File: config.mk
export PLATFORM = sky130hd
export DESIGN_NAME = output_bridge_multi_port_flat
export DESIGN_NICKNAME = d
export VERILOG_FILES = /design/src/rtl/output_bridge_multi_port_if.sv /design/src/rtl/output_bridge_multi_port.sv /design/src/flat_wrapper.sv
export SDC_FILE = /design/constraint.sdc
export NUM_CORES = 2
export LEC_CHECK = 0
export BUFFER_PORTS_ARGS = -buffer_cell sky130_fd_sc_hd__buf_2
export CAP_MARGIN = 20
export CORE_ASPECT_RATIO = 0.6
export CORE_MARGIN = 1
export CORE_UTILIZATION = 40
export CTS_CLUSTER_SIZE = 8
export DETAILED_ROUTE_END_ITERATION = 8
export GPL_TIMING_DRIVEN = 0
export HOLD_SLACK_MARGIN = 0.1
export MAX_ROUTING_LAYER = met4
export SYNTH_ARGS = -nofsm -noshare
export SYNTH_HDL_FRONTEND = slang
export SYNTH_SLANG_ARGS = --single-unit
File: constraint.sdc
create_clock -name clk -period 12 [get_ports clk]
set_input_delay 2.4 -clock clk [delete_from_list [all_inputs] [get_ports clk]]
set_output_delay 2.4 -clock clk [all_outputs]
set_load 0.01 [all_outputs]
File: src/rtl/output_bridge_multi_port_if.sv
// Bundles the core-side and host-side signals of output_bridge_multi_port.
// master: the environment (core network + host); slave: the bridge itself.
interface output_bridge_multi_port_if #(
    parameter int NUM_CH     = 20,
    parameter int NUM_RD     = 2,
    parameter int DATA_WIDTH = 32,
    parameter int CH_W       = $clog2(NUM_CH)
);
    logic [NUM_CH*(DATA_WIDTH+1)-1:0] d_in;
    logic [NUM_CH-1:0]                c_out;
    logic [NUM_RD*CH_W-1:0]           port;
    logic [NUM_RD-1:0]                rd_en;
    logic                             conf_en;
    logic [NUM_RD*DATA_WIDTH-1:0]     d_out;
    logic [NUM_RD-1:0]                done;

    modport master (
        output d_in, port, rd_en, conf_en,
        input  c_out, d_out, done
    );

    modport slave (
        input  d_in, port, rd_en, conf_en,
        output c_out, d_out, done
    );
endinterface

File: src/rtl/output_bridge_multi_port.sv
// output_bridge_multi_port: per-channel FIFOs between the core output network
// and NUM_RD host read ports, with fixed-priority (lowest port wins) pop
// arbitration, registered done/d_out strobes and per-pop credit return.
// Optional macro OB_OVF_CHECK_EN adds the sticky per-channel ovf_err output.
module output_bridge_multi_port #(
    parameter int NUM_CH     = 20,
    parameter int NUM_RD     = 2,
    parameter int DATA_WIDTH = 32,
    parameter int DEPTH      = 4,
    parameter int CH_W       = $clog2(NUM_CH)
) (
    input  logic                      clk,
    input  logic                      rst,
    output_bridge_multi_port_if.slave bus
`ifdef OB_OVF_CHECK_EN
    ,
    output logic [NUM_CH-1:0]         ovf_err
`endif
);
    localparam int AW = $clog2(DEPTH);
    localparam int PW = AW + 1;

    logic [DATA_WIDTH-1:0] mem    [NUM_CH][DEPTH];
    logic [PW-1:0]         wr_ptr [NUM_CH];
    logic [PW-1:0]         rd_ptr [NUM_CH];

    logic [NUM_CH-1:0]     in_valid;
    logic [DATA_WIDTH-1:0] in_data [NUM_CH];
    logic [NUM_CH-1:0]     empty;
    logic [NUM_CH-1:0]     full;
    logic [NUM_CH-1:0]     pop;
    logic [NUM_CH-1:0]     push;

    logic [CH_W-1:0]       sel  [NUM_RD];
    logic [DATA_WIDTH-1:0] head [NUM_RD];
    logic [NUM_RD-1:0]     sel_ok;
    logic [NUM_RD-1:0]     sel_empty;
    logic [NUM_RD-1:0]     blocked;
    logic [NUM_RD-1:0]     win;

    logic [NUM_CH-1:0]            c_out_q;
    logic [NUM_RD-1:0]            done_q;
    logic [NUM_RD*DATA_WIDTH-1:0] d_out_q;

    // Unpack the core bus and derive empty/full from the wrapping pointers.
    always_comb begin
        in_valid = '0;
        empty    = '0;
        full     = '0;
        in_data  = '{default: '0};
        for (int c = 0; c < NUM_CH; c++) begin
            in_valid[c] = bus.d_in[c*(DATA_WIDTH+1) + DATA_WIDTH];
            in_data[c]  = bus.d_in[c*(DATA_WIDTH+1) +: DATA_WIDTH];
            empty[c]    = (wr_ptr[c] == rd_ptr[c]);
            full[c]     = (wr_ptr[c][PW-1] != rd_ptr[c][PW-1]) &&
                          (wr_ptr[c][AW-1:0] == rd_ptr[c][AW-1:0]);
        end
    end

    // Per read port: resolve its channel, and win only if no lower port asks for it.
    always_comb begin
        win       = '0;
        sel_ok    = '0;
        sel_empty = '1;
        blocked   = '0;
        sel       = '{default: '0};
        head      = '{default: '0};
        for (int r = 0; r < NUM_RD; r++) begin
            sel[r] = bus.port[r*CH_W +: CH_W];
        end
        for (int r = 0; r < NUM_RD; r++) begin
            for (int c = 0; c < NUM_CH; c++) begin
                if (sel[r] == CH_W'(c)) begin
                    sel_ok[r]    = 1'b1;
                    sel_empty[r] = empty[c];
                    head[r]      = mem[c][rd_ptr[c][AW-1:0]];
                end
            end
            for (int q = 0; q < r; q++) begin
                if (bus.rd_en[q] && (sel[q] == sel[r])) begin
                    blocked[r] = 1'b1;
                end
            end
            win[r] = bus.rd_en[r] && sel_ok[r] && !sel_empty[r] &&
                     !blocked[r] && !bus.conf_en;
        end
    end

    // Collapse port wins onto channels; a full FIFO accepts a push only alongside a pop.
    always_comb begin
        pop  = '0;
        push = '0;
        for (int c = 0; c < NUM_CH; c++) begin
            for (int r = 0; r < NUM_RD; r++) begin
                if (win[r] && (sel[r] == CH_W'(c))) begin
                    pop[c] = 1'b1;
                end
            end
            push[c] = in_valid[c] && (!full[c] || pop[c]) && !bus.conf_en;
        end
    end

    // FIFO storage needs no reset; the pointers define what is valid.
    always_ff @(posedge clk) begin
        for (int c = 0; c < NUM_CH; c++) begin
            if (push[c]) begin
                mem[c][wr_ptr[c][AW-1:0]] <= in_data[c];
            end
        end
    end

    // Pointer advance and registered pop results; conf_en flushes without credits.
    always_ff @(posedge clk or negedge rst) begin
        if (!rst) begin
            for (int c = 0; c < NUM_CH; c++) begin
                wr_ptr[c] <= '0;
                rd_ptr[c] <= '0;
            end
            c_out_q <= '0;
            done_q  <= '0;
            d_out_q <= '0;
        end else if (bus.conf_en) begin
            for (int c = 0; c < NUM_CH; c++) begin
                wr_ptr[c] <= '0;
                rd_ptr[c] <= '0;
            end
            c_out_q <= '0;
            done_q  <= '0;
        end else begin
            for (int c = 0; c < NUM_CH; c++) begin
                if (push[c]) begin
                    wr_ptr[c] <= wr_ptr[c] + PW'(1);
                end
                if (pop[c]) begin
                    rd_ptr[c] <= rd_ptr[c] + PW'(1);
                end
            end
            c_out_q <= pop;
            done_q  <= win;
            for (int r = 0; r < NUM_RD; r++) begin
                if (win[r]) begin
                    d_out_q[r*DATA_WIDTH +: DATA_WIDTH] <= head[r];
                end
            end
        end
    end

`ifdef OB_OVF_CHECK_EN
    logic [NUM_CH-1:0] ovf_q;

    // Sticky flag for a valid word that arrived at a full FIFO with no pop.
    always_ff @(posedge clk or negedge rst) begin
        if (!rst) begin
            ovf_q <= '0;
        end else if (bus.conf_en) begin
            ovf_q <= '0;
        end else begin
            ovf_q <= ovf_q | (in_valid & full & ~pop);
        end
    end

    assign ovf_err = ovf_q;
`endif

    assign bus.c_out = c_out_q;
    assign bus.done  = done_q;
    assign bus.d_out = d_out_q;
endmodule

File: src/flat_wrapper.sv
// flat-port wrapper written by rule: the top's interface ports become plain ports
module output_bridge_multi_port_flat 
#(
    parameter int NUM_CH     = 20,
    parameter int NUM_RD     = 2,
    parameter int DATA_WIDTH = 32,
    parameter int DEPTH      = 4,
    parameter int CH_W       = $clog2(NUM_CH)
)
  (clk, rst, bus_d_in, bus_port, bus_rd_en, bus_conf_en, bus_c_out, bus_d_out, bus_done);
  output_bridge_multi_port_if #(.NUM_CH(NUM_CH), .NUM_RD(NUM_RD), .DATA_WIDTH(DATA_WIDTH), .CH_W(CH_W)) bus_i ();
  input  logic clk;
  input  logic rst;
  input wire logic [$bits(bus_i.d_in)-1:0] bus_d_in;
  input wire logic [$bits(bus_i.port)-1:0] bus_port;
  input wire logic [$bits(bus_i.rd_en)-1:0] bus_rd_en;
  input wire logic [$bits(bus_i.conf_en)-1:0] bus_conf_en;
  output wire logic [$bits(bus_i.c_out)-1:0] bus_c_out;
  output wire logic [$bits(bus_i.d_out)-1:0] bus_d_out;
  output wire logic [$bits(bus_i.done)-1:0] bus_done;
  assign bus_i.d_in = bus_d_in;
  assign bus_i.port = bus_port;
  assign bus_i.rd_en = bus_rd_en;
  assign bus_i.conf_en = bus_conf_en;
  assign bus_c_out = bus_i.c_out;
  assign bus_d_out = bus_i.d_out;
  assign bus_done = bus_i.done;
  output_bridge_multi_port #(.NUM_CH(NUM_CH), .NUM_RD(NUM_RD), .DATA_WIDTH(DATA_WIDTH), .DEPTH(DEPTH), .CH_W(CH_W)) u_core (.clk(clk), .rst(rst), .bus(bus_i));
endmodule
Word level (Yosys, flattened, before mapping)
Memory sizes are Yosys's and may differ from the RTL's. Cells that the tools add are included.

Memories kept: 1. Register bits after elaboration: 206. Memory bits (writable): 2560. Output and inout port bits: 86.

Memories: u_core.mem (words 20, bits a word 128, read ports 20, clocked after Yosys merged registers in 0, wr ports 20, RTL line output_bridge_multi_port.sv:23) `logic [DATA_WIDTH-1:0] mem [NUM_CH][DEPTH];`.

Equality and inequality tests: 99. Magnitude comparators: 60. $add $sub $neg: 40. Reduce and logical (&&, ||, !) cells: 216. Bitwise operators: 41. Muxes and demuxes: 345.

Operator list (count): 32-bit two-way mux (100); 128-bit two-way mux (20); 32-bit binary-select mux with 2-bit select (20); 32-bit demux with 2-bit select (20); 1-bit two-way mux (141); 1-bit logical AND (128); 3-bit by 1-bit adder with 3-bit output, second input constant (40); 3-bit >= comparator, second input constant (40); 3-bit two-way mux (40); 60-bit two-way mux (2); 2-bit inverter with 3-bit output (40); 5-bit by 4-bit == test with 1-bit output, second input constant (16); 2-bit nonzero test (40); 3-bit == test (20); 3-bit by 1-bit < comparator with 1-bit output, second input constant (20); 2-bit == test (20); 5-bit by 3-bit == test with 1-bit output, second input constant (8); 5-bit == test, second input constant (8); 1-bit logical NOT (24); 5-bit by 2-bit == test with 1-bit output, second input constant (4); 1-bit logical OR (20); 20-bit two-way mux (1); 1-bit != test (20); 5-bit by 1-bit == test with 1-bit output, second input constant (2); other kinds (5) (7).

Depth between registers and ports, before layout
Word-level depth: 32. Depth in mapped cells: 14. Mapped depth without buffers: 10.

Least setup slack after synthesis
Ideal clock, no wire load.

Kind: input to register. Start: in bus_port[4]. End: mem u_core.mem[4][160] (netlist bit), enable pin. Required time: 11.532 ns. Data arrival time: 6.642 ns. Setup slack: 4.890 ns. Buffers on the path: 2. Cell stages on the path: 10. Cell sequence: buf_2 -> nor3b_1 -> nand2_2 -> a2bb2oi_1 -> a31oi_2 -> o31ai_4 -> buf_6 -> o211ai_4 -> o21ai_4 -> nor3b_1.

RTL lines: start: declaration (RTL line flat_wrapper.sv:15) `input wire logic [$bits(bus_i.port)-1:0] bus_port;`; end: declaration (RTL line output_bridge_multi_port.sv:23).

Worst setup path after layout
Start: in bus_port[9]. End: reg u_core.d_out_q[61] (netlist: u_core.bus.d_out[61]).

Word-level cells in the longest chain between the ends: 26. Elaborated cells between the ends (all ways): 90. Classes of those cells: eq/ne: 20; mux: 61; reduce/logical: 9.

Ends and longest elaborated chain: 5-bit logical NOT (RTL line output_bridge_multi_port.sv:73) `if (sel[r] == CH_W'(c)) begin`; 1-bit two-way mux (20 in series) (RTL line output_bridge_multi_port.sv:73); 1-bit logical AND or 1-bit logical NOT (tied branches) (RTL line output_bridge_multi_port.sv:84) `win[r] = bus.rd_en[r] && sel_ok[r] && !sel_empty[r] &&`; 1-bit logical AND (2 in series) (RTL line output_bridge_multi_port.sv:84); 1-bit logical AND (RTL line output_bridge_multi_port.sv:85) `!blocked[r] && !bus.conf_en;`; 2-bit AND reduction (no source line); end signal: indexed assignment (RTL line output_bridge_multi_port.sv:142) `d_out_q[r*DATA_WIDTH +: DATA_WIDTH] <= head[r];`; end: declaration (RTL line output_bridge_multi_port.sv:43) `logic [NUM_RD*DATA_WIDTH-1:0] d_out_q;`.

Parallel ways exist; a longest one is shown, timed or not. A chain may end at the register's enable or synchronous reset.

==> qor.yml <==
run_status:
  status: "finished, final reports clean"
finish:
  layout_common_cells: "edfxtp_1 (2560), buf_2 (854), mux4_2 (648)"
  layout-drive-gt1-share: 0.294
  final_area_um2: 135000
  syn_to_final_growth_pct: 19.4
  nets: 8255
  final_common_cell: "edfxtp_1"
timing:
  setup_ws_ns: 4.72
  fin_skew_ns: 0.0959
  fin_crit_sh: 0.607
  hold_violations: 0
  finalSetupViolCount: 0
  finalSetupTns_ns: 0
  worst_pin_slew_ns: 1.45
  relSlewSlack: 0.0357
  fmax_mhz: 137
  period_needed_ns: 7.28
  rsz0062_at_grt: "false"
  slew_viol_final: 0
logic_synthesis:
  netlist_area_um2: 113000
  synth_flop_cell: "edfxtp_1"
  synth_edf_count: 2560
  syn_area_per_cell_um2: 18.3
  synth-seq-cells: 2766
  syn_inst: 6194
  yosysWarnings: 0
  synthArstFlopShare: 0.0745
  synth_cell_types: 104
  synth_seq_area_share: 0.723
  synth_fp_nets: 6969
clock_network:
  clockBufferDepth: 4
  cts_buffers: 389
  post_cts.repair.setup_buffers: 0
  cts_tree: "done"
  cts.sinks: 2766
  cts_hold_buf: 0
  cts_max_level: 5
  clk_latency_ns: 0.97
  cts-root-buf: "clkbuf_16"
  cts_resized: 0
  clk_pin_slew_ns: 0.07
grt:
  gr-total-overflow: 0
  grt_antenna_before_repair: 226
  busiest_layer: "met1"
  grt_use_met3: 0.155
  met1_usage: 0.540
  use_met2: 0.473
  grt_pass1_vias: 68700
  grt_max_degree: 85
  grt_pass1_wl_um: 671000
  grt_usage: 0.372
die:
  die_h_um: 414
  fp.dieW_um: 689
  dieArea_um2: 286000
  fp-row-count: 151
  start_util: 0.402
  core_um2: 282000
  io_pins: 761
placement:
  place_hpwl_um: 411000
  place_congestion: 1.07
  io_buffers: 756
  dpl_cell_area_um2: 124000
  pre_cts_ws_ns: 4.32
critical_path:
  cp-end-kind: "register"
  critPathLaunchType: "input pin"
  required_ns: 12.85
  critPathKind: "input pin to register"
  rr_worst_depth: 10
  cp.arrival_ns: 8.13
  critPathMaxFanout: 10
power_and_ir_drop:
  power_density_nw_per_um2: 171
  leakage_nw: 45.2
  peakVddDrop_uv: 156
drt:
  via_per_inst: 6.35
  vias: 73700
  drc_errors: 0
  ant_nets: 0
  drt-total-wl_um: 524000
  drt_iter0_drc: 12600
  drtPass1Iterations: 6
  routedWlPerCell_um: 45.1
min_path:
  holdPathStages: 2
  hold_path.class: "register to register"
job:
  drv_cap: 0
-- flip-flops by register name (all words and copies together) (netlist names) --
name              flops
u_core.bus.done       2
u_core.bus.c_out     20
u_core.mem         2560
u_core.wr_ptr        60
u_core.bus.d_out     64
u_core.rd_ptr        60
-- critical path, stage by stage --
cell      delay (ns)
buf_2           0.16
buf_2           0.21
or3_1           0.48
nor3_2          0.61
clkbuf_1        0.67
clkbuf_1        0.76
a22oi_1         0.18
a21oi_1         0.77
o21ai_0         0.39
a21oi_1         1.12
o22ai_1         0.16
a21oi_1         0.18
-- cell type report --
type	instances	area (um^2)
fillers	23600	147000
flip-flops and latches	2766	82000
multi-input cells	2977	29800
clock buffers	602	10600
repair buffers	895	5590
well taps	3748	4690
plain buffers	385	1670
diodes	162	405
clock inverters	21	385
inverters	66	248
-- where the power goes --
part	switching (mW)	leakage [nW]	total (mW)	internal, mW
combinational	1.43	13.9	1.96	0.526
clock	4.08	5.25	10.1	6.01
sequential	0.162	26.0	11.1	10.9
total	5.68	45.2	23.1	17.5
-- synth_stat cells, types with 9 or more instances --
library cell	n	area, um^2
a2111oi_0	18	158
a211o_1	12	105
a211oi_1	36	270
a21oi_1	194	971
a221oi_1	22	193
a22o_1	43	377
a22oi_1	200	1500
a31oi_1	45	282
and2_1	45	282
and3_1	40	250
buf_1	57	214
buf_2	93	465
buf_4	9	67.6
clkbuf_1	219	822
dfrtp_1	206	5150
edfxtp_1	2560	76900
ha_1	100	1250
inv_1	61	229
mux2i_1	81	811
mux4_2	648	14600
nand2_1	367	1380
nand2b_1	17	106
nand3_1	47	235
nand4_1	34	213
nor2_1	250	938
nor2b_1	15	93.8
nor3_1	57	285
nor3b_1	10	75.1
nor4_1	17	106
o211ai_1	22	165
o21ai_0	205	1030
o21ai_2	10	87.6
o221ai_1	21	184
o22ai_1	132	826
o31ai_1	10	75.1
or3_1	21	131
xnor2_1	26	228
xor2_1	56	490
-- final timing paths --
check	start	slack (ns)	end
max in group asynchronous	rst	9.38	u_core.rd_ptr[37]
worst max-delay path	bus_port[9]	4.72	u_core.bus.d_out[61]
worst min register to register	u_core.bus.d_out[5]	0.47	u_core.bus.d_out[5]
worst max register to register	u_core.rd_ptr[55]	6.15	u_core.bus.d_out[5]
min in group asynchronous	rst	1.45	u_core.bus.d_out[30]
worst min-delay path	u_core.bus.d_out[5]	0.47	u_core.bus.d_out[5]
-- metal layers --
metal,routed length [um],part of all wire,vias up
met2,208000,0.40,5106
met5,0,0,-
li1,-,-,28300
met3,74400,0.14,828
met4,17400,0.033,0
met1,225000,0.43,39600
-- metrics by stage --
| step | total power [mW] | hold slack [ns] | instances | util |
|---|---|---|---|---|
| after floorplan | 11.9 | 0.465 | 6194 | - |
| after global placement | 13.0 | 0.458 | 10700 | 0.432 |
| after detailed placement | 13.1 | 0.466 | 10800 | 0.439 |
| after CTS | 23.1 | 0.477 | 11400 | 0.478 |
| after global routing | 23.6 | 0.498 | 11600 | 0.480 |
| final | 23.1 | 0.473 | 11600 | 0.480 |
-- cells by family (layout without fill, tap and decap cells) --
group / after synthesis / after routing / share of synthesized area
adders and majority gates: 100 / 100 / 0.0110
muxes: 747 / 747 / 0.138
buffers and inverters: 451 / 1969 / 0.0167
DFF: 2766 / 2766 / 0.723
xor gates and xnor gates: 82 / 82 / 0.00633
and+or+nand+nor: 959 / 959 / 0.0391
AOI/OAI and AO/OA: 1089 / 1089 / 0.0659
other: 0 / 162 / 0
(Power assumes the default switching activity.)
